File: src/rtl/bist_addr_seq_if.sv
// Control/status bundle between the BIST controller and the address sequencer.
interface bist_addr_seq_if #(
  parameter int unsigned ADR_SIZE = 8
);
  logic                pr_res_adr;
  logic                start;
  logic                enable;
  logic                up_down;
  logic [1:0]          mode;
  logic [ADR_SIZE-1:0] adr_lo;
  logic [ADR_SIZE-1:0] adr_hi;
  logic [ADR_SIZE-1:0] adress;
  logic                valid;
  logic                c_out;
  logic                done;
  logic                err;

  // BIST controller side
  modport master (
    output pr_res_adr, start, enable, up_down, mode, adr_lo, adr_hi,
    input  adress, valid, c_out, done, err
  );

  // Address sequencer side
  modport slave (
    input  pr_res_adr, start, enable, up_down, mode, adr_lo, adr_hi,
    output adress, valid, c_out, done, err
  );
endinterface

File: src/rtl/bist_addr_seq.sv
// BIST address sequencer: walks [adr_lo, adr_hi] up or down in linear,
// column-major or address-complement order, flagging the last step and pass end.
module bist_addr_seq #(
  parameter int unsigned ADR_SIZE = 8,
  parameter int unsigned COL_BITS = 4
) (
  input  logic          clk,
  input  logic          rst_adr,
  bist_addr_seq_if.slave bus
);

  localparam int unsigned ROW_BITS = ADR_SIZE - COL_BITS;

  localparam logic [1:0] MODE_LIN = 2'b00;
  localparam logic [1:0] MODE_COL = 2'b01;
  localparam logic [1:0] MODE_CMP = 2'b10;
  localparam logic [1:0] MODE_RSV = 2'b11;

  typedef enum logic [1:0] {
    S_IDLE = 2'b00,
    S_RUN  = 2'b01,
    S_DONE = 2'b10
  } state_t;

  typedef struct packed {
    logic                up_down;
    logic [1:0]          mode;
    logic [ADR_SIZE-1:0] lo;
    logic [ADR_SIZE-1:0] hi;
  } cfg_t;

  state_t              state_q, state_d;
  cfg_t                cfg_q, cfg_d;
  logic [ADR_SIZE-1:0] index_q, index_d;
  logic                phase_q, phase_d;
  logic [ADR_SIZE-1:0] adress_q, adress_d;
  logic                c_out_q, c_out_d;
  logic                err_q, err_d;
  logic                pass_req_c;
  logic [ADR_SIZE-1:0] term_q_c, term_d_c;

  // Index/phase to memory address mapping for the selected walk order.
  function automatic logic [ADR_SIZE-1:0] map_adr(
    input logic [ADR_SIZE-1:0] idx,
    input logic                ph,
    input logic [1:0]          md
  );
    logic [ADR_SIZE-1:0] res;
    unique case (md)
      MODE_COL: res = {idx[ROW_BITS-1:0], idx[ADR_SIZE-1:ROW_BITS]};
      MODE_CMP: res = ph ? ~idx : idx;
      default:  res = idx;
    endcase
    return res;
  endfunction

  // State and datapath registers.
  always_ff @(posedge clk) begin
    if (rst_adr) begin
      state_q  <= S_IDLE;
      cfg_q    <= '0;
      index_q  <= '0;
      phase_q  <= 1'b0;
      adress_q <= '0;
      c_out_q  <= 1'b0;
      err_q    <= 1'b0;
    end else begin
      state_q  <= state_d;
      cfg_q    <= cfg_d;
      index_q  <= index_d;
      phase_q  <= phase_d;
      adress_q <= adress_d;
      c_out_q  <= c_out_d;
      err_q    <= err_d;
    end
  end

  // Next state: preset/start opens a pass, enable advances it; outputs follow.
  always_comb begin
    state_d    = state_q;
    cfg_d      = cfg_q;
    index_d    = index_q;
    phase_d    = phase_q;
    err_d      = 1'b0;
    term_q_c   = cfg_q.up_down ? cfg_q.hi : cfg_q.lo;
    pass_req_c = bus.pr_res_adr || (bus.start && (state_q != S_RUN));

    if (pass_req_c) begin
      if (bus.adr_lo > bus.adr_hi) begin
        err_d   = 1'b1;
        state_d = S_IDLE;
      end else begin
        cfg_d.up_down = bus.up_down;
        cfg_d.mode    = (bus.mode == MODE_RSV) ? MODE_LIN : bus.mode;
        cfg_d.lo      = bus.adr_lo;
        cfg_d.hi      = bus.adr_hi;
        index_d       = bus.up_down ? bus.adr_lo : bus.adr_hi;
        phase_d       = 1'b0;
        state_d       = S_RUN;
      end
    end else if ((state_q == S_RUN) && bus.enable) begin
      if ((cfg_q.mode == MODE_CMP) && !phase_q) begin
        phase_d = 1'b1;
      end else begin
        phase_d = 1'b0;
        if (index_q == term_q_c) begin
          state_d = S_DONE;
        end else if (cfg_q.up_down) begin
          index_d = index_q + ADR_SIZE'(1);
        end else begin
          index_d = index_q - ADR_SIZE'(1);
        end
      end
    end

    term_d_c = cfg_d.up_down ? cfg_d.hi : cfg_d.lo;
    adress_d = (state_d == S_RUN) ? map_adr(index_d, phase_d, cfg_d.mode) : adress_q;
    c_out_d  = (state_d == S_RUN) && (index_d == term_d_c) &&
               ((cfg_d.mode != MODE_CMP) || phase_d);
  end

  assign bus.adress = adress_q;
  assign bus.valid  = (state_q == S_RUN);
  assign bus.done   = (state_q == S_DONE);
  assign bus.c_out  = c_out_q;
  assign bus.err    = err_q;

endmodule

File: src/flat_wrapper.sv
// flat-port wrapper written by rule: the top's interface ports become plain ports
module bist_addr_seq_flat 
#(
  parameter int unsigned ADR_SIZE = 8,
  parameter int unsigned COL_BITS = 4
)
  (clk, rst_adr, bus_pr_res_adr, bus_start, bus_enable, bus_up_down, bus_mode, bus_adr_lo, bus_adr_hi, bus_adress, bus_valid, bus_c_out, bus_done, bus_err);
  bist_addr_seq_if #(.ADR_SIZE(ADR_SIZE)) bus_i ();
  input  logic clk;
  input  logic rst_adr;
  input wire logic [$bits(bus_i.pr_res_adr)-1:0] bus_pr_res_adr;
  input wire logic [$bits(bus_i.start)-1:0] bus_start;
  input wire logic [$bits(bus_i.enable)-1:0] bus_enable;
  input wire logic [$bits(bus_i.up_down)-1:0] bus_up_down;
  input wire logic [$bits(bus_i.mode)-1:0] bus_mode;
  input wire logic [$bits(bus_i.adr_lo)-1:0] bus_adr_lo;
  input wire logic [$bits(bus_i.adr_hi)-1:0] bus_adr_hi;
  output wire logic [$bits(bus_i.adress)-1:0] bus_adress;
  output wire logic [$bits(bus_i.valid)-1:0] bus_valid;
  output wire logic [$bits(bus_i.c_out)-1:0] bus_c_out;
  output wire logic [$bits(bus_i.done)-1:0] bus_done;
  output wire logic [$bits(bus_i.err)-1:0] bus_err;
  assign bus_i.pr_res_adr = bus_pr_res_adr;
  assign bus_i.start = bus_start;
  assign bus_i.enable = bus_enable;
  assign bus_i.up_down = bus_up_down;
  assign bus_i.mode = bus_mode;
  assign bus_i.adr_lo = bus_adr_lo;
  assign bus_i.adr_hi = bus_adr_hi;
  assign bus_adress = bus_i.adress;
  assign bus_valid = bus_i.valid;
  assign bus_c_out = bus_i.c_out;
  assign bus_done = bus_i.done;
  assign bus_err = bus_i.err;
  bist_addr_seq #(.ADR_SIZE(ADR_SIZE), .COL_BITS(COL_BITS)) u_core (.clk(clk), .rst_adr(rst_adr), .bus(bus_i));
endmodule
File: config.mk
export PLATFORM = sky130hd
export DESIGN_NAME = bist_addr_seq_flat
export DESIGN_NICKNAME = d
export VERILOG_FILES = /design/src/rtl/bist_addr_seq_if.sv /design/src/rtl/bist_addr_seq.sv /design/src/flat_wrapper.sv
export SDC_FILE = /design/constraint.sdc
export NUM_CORES = 1
export LEC_CHECK = 0
export CAP_MARGIN = 20
export CORE_ASPECT_RATIO = 1.1
export CORE_MARGIN = 1
export CORE_UTILIZATION = 45
export DETAILED_ROUTE_END_ITERATION = 6
export PLACE_DENSITY = 0.73
export SYNTH_ARGS = -nofsm -noshare
export SYNTH_HDL_FRONTEND = slang
export SYNTH_SLANG_ARGS = --single-unit
File: constraint.sdc
create_clock -name clk -period 9.4 [get_ports clk]
set_input_delay 1.88 -clock clk [delete_from_list [all_inputs] [get_ports clk]]
set_output_delay 1.88 -clock clk [all_outputs]
set_load 0.1 [all_outputs]
==> flow_summary.yaml <==
route:
  viasPerCell: 5.52
  drt_iter0_drc: 115
  antenna_left: 0
  wl_per_cell_um: 15.2
  dr.pass1.iters: 6
  num_vias: 2548
  drcViolationCount: 0
  routed_wl_mm: 7.03
timing:
  rsz0062_at_grt: "no"
  post-route-min-period_ns: 6.35
  maxSlewViolCount: 0
  skew_ns: 0.00931
  post-route-period-util_pct: 67.6
  tns_ns: 0
  max_freq_ghz: 0.157
  relSlewSlack_pct: 33.9
  hold_ws_ns: 0.455
  hold_viol: 0
  tightest_slew_ns: 0.989
  setup_viol: 0
cells_and_area:
  drive_gt1_share_pct: 7.33
  nNetsFinal: 423
  final_cells: 462
  antenna_cells: 0
  area_growth_pct: 17.2
  utilization_pct: 54.7
place:
  port_buffers: 35
  place.gp.congestion: 0.864
  placedCellCount: 455
  dpl.hpwl_mm: 5.25
cts:
  cts-resized-gates: 0
  clkTransAtPathRegs_ns: 0.08
  clk_latency_ns: 0.30
  clk_path_buf_depth: 2
  cts_tree: "built"
  hold_buffers: 0
  ctsRootBufferMaster: "clkbuf_8"
  clkSinkCount: 40
  cts_setup_buffers: 0
  ctsHtreeMaxLevel: 2
  cts_buffers: 5
power:
  power_density_mw_per_mm2: 174
  p_leak_uw: 0.00133
  irDropWorstVdd_mv: 0.0932
  power_uw: 584
floorplanning:
  die_w_um: 78.2
  die-area_mm2: 0.00671
  start_util_pct: 46.7
  coreArea_mm2: 0.00616
  die_h_um: 85.8
  io_pins: 36
  row_count: 30
logic_synthesis:
  netlist_instances: 351
  synth-edff-count: 0
  ys_seq_elements: 40
  synth-async-reset-ratio_pct: 0
  syn-num-nets: 392
  synthDistinctLibCells: 53
  ys_warn_count: 0
  ys_seq_area_share_pct: 27.9
  avgSynthCellArea_um2: 8.18
  synthFlopType: "dfxtp_1"
  synth_area_mm2: 0.00287
run_status:
  outcome: "completed"
worst_setup_path:
  r2r_cells: 11
  worstPathArrival_ns: 6.57
  path_max_fanout: 25
  worstSetupPathType: "input pin to register"
  worstSetupStartpointType: "input pin"
  cp-end-kind: "register"
  cp.required_ns: 9.62
worst_hold_path:
  hold_depth: 2
  hp-class: "register to register"
global_routing:
  use_met1_pct: 29.6
  use_met3_pct: 4.26
  grt_max_degree: 41
  busiest_layer: "met2"
  grt_use_met2_pct: 34.5
  grt_pass1_vias: 2397
  grt_pass1_wl_mm: 11.4
  grt.overflow.total: 0
  grt_usage_pct: 21.7
  antenna_found_initial: 0
run:
  drv_cap: 0
==> registers in the layout, summed over array words and instances (netlist names) <==
| name | flops |
|---|---|
| u_core.bus.adress | 8 |
| u_core.bus.c_out | 1 |
| u_core.bus.err | 1 |
| u_core.cfg_q | 19 |
| u_core.index_q | 8 |
| u_core.phase_q | 1 |
| u_core.state_q | 2 |
==> worst max-delay path, cell delays in order <==
cell             delay [ns]
clkdlybuf4s50_1        0.52
inv_1                  0.06
ha_1                   0.30
nor2b_1                0.13
o211ai_1               0.16
a211oi_1               0.14
nor2_1                 0.70
nand2_1                0.73
nor3b_1                0.38
a21oi_1                0.12
ha_1                   0.44
inv_1                  0.16
nand2_1                0.20
o32a_1                 0.41
a311oi_1               0.24
==> cell usage after synthesis, drive strengths merged (4+ instances only) <==
| cell type | instances | area share [%] |
|---|---|---|
| nand2 | 54 | 7.1 |
| dfxtp | 40 | 28 |
| mux2i | 38 | 14 |
| a21oi | 30 | 5.2 |
| nor2 | 28 | 3.7 |
| inv | 19 | 2.5 |
| ha | 16 | 7.0 |
| xnor2 | 14 | 4.3 |
| clkbuf | 11 | 1.4 |
| nor2b | 11 | 2.4 |
| o21ai | 11 | 2.0 |
| nor3 | 7 | 1.4 |
| nand3 | 6 | 1.0 |
| a211oi | 5 | 1.3 |
| a311oi | 5 | 1.5 |
| o211ai | 5 | 1.3 |
| xor2 | 5 | 1.5 |
| nor4 | 4 | 1.5 |
==> final timing paths <==
| kind | start | endpoint | slack (ns) |
|---|---|---|---|
| hold / removal | u_core.cfg_q[10] | u_core.cfg_q[10] | 0.45 |
| setup / recovery | bus_adr_hi[1] | u_core.bus.adress[5] | 3.05 |
| hold reg to reg | u_core.cfg_q[10] | u_core.cfg_q[10] | 0.45 |
| setup reg to reg | u_core.cfg_q[18] | u_core.bus.adress[7] | 5.88 |
==> metal layers <==
| layer | part of all wire, % | wire (µm) |
|---|---|---|
| met4 | 1.2 | 86 |
| met3 | 4.0 | 279 |
| met2 | 46 | 3250 |
| met5 | 0 | 0 |
| met1 | 49 | 3410 |
==> cells by family (layout without fill, tap and decap cells) <==
group | count (synthesis) | count (layout) | synth area share, %
AOI/OAI and AO/OA | 82 | 82 | 20.1
DFF | 40 | 40 | 27.9
and+or+nand+nor | 120 | 120 | 19.6
xor gates and xnor gates | 19 | 19 | 5.79
muxes | 40 | 40 | 14.4
adders and majority gates | 17 | 17 | 7.67
buffers and inverters | 33 | 64 | 4.62
==> final cells by class <==
cell class	count	area [µm²]
Multi-Input combinational cell	278	1940
Timing Repair Buffer	38	373
Fill cell	588	2790
Inverter	19	71.3
Sequential cell	40	801
Tap cell	80	100
Clock inverter	2	12.5
Clock buffer	5	68.8
==> report_power, final <==
part           internal, µW  switching (µW)
clock network          50.3            61.6
logic                   102             169
registers               187            15.2
total                   339             245
==> through the flow <==
stage               cell area [µm²]  worst slack (ns)
floorplan                      2870              4.51
global placement               3280              3.00
detailed placement             3280              2.80
CTS                            3370              3.05
global route                   3370              2.61
finish                         3370              3.05
==> cell usage in the layout (no fill, tap or decap), types with 2 or more instances in the layout <==
master            n
a211oi_1          5
a21o_1            3
a21oi_1          30
a22oi_1           3
a311oi_1          5
and3b_1           2
buf_4             3
clkbuf_8          5
clkdlybuf4s50_1  35
dfxtp_1          40
ha_1             16
inv_1            19
mux2i_1          36
mux2i_2           2
nand2_1          54
nand3_1           6
nand4_1           3
nor2_1           28
nor2b_1          11
nor3_1            6
nor3b_1           2
nor4_2            3
o211ai_1          5
o21a_1            2
o21ai_0          10
o221a_2           2
o31a_1            2
xnor2_1          14
xor2_1            5
(Power assumes the default switching activity.)
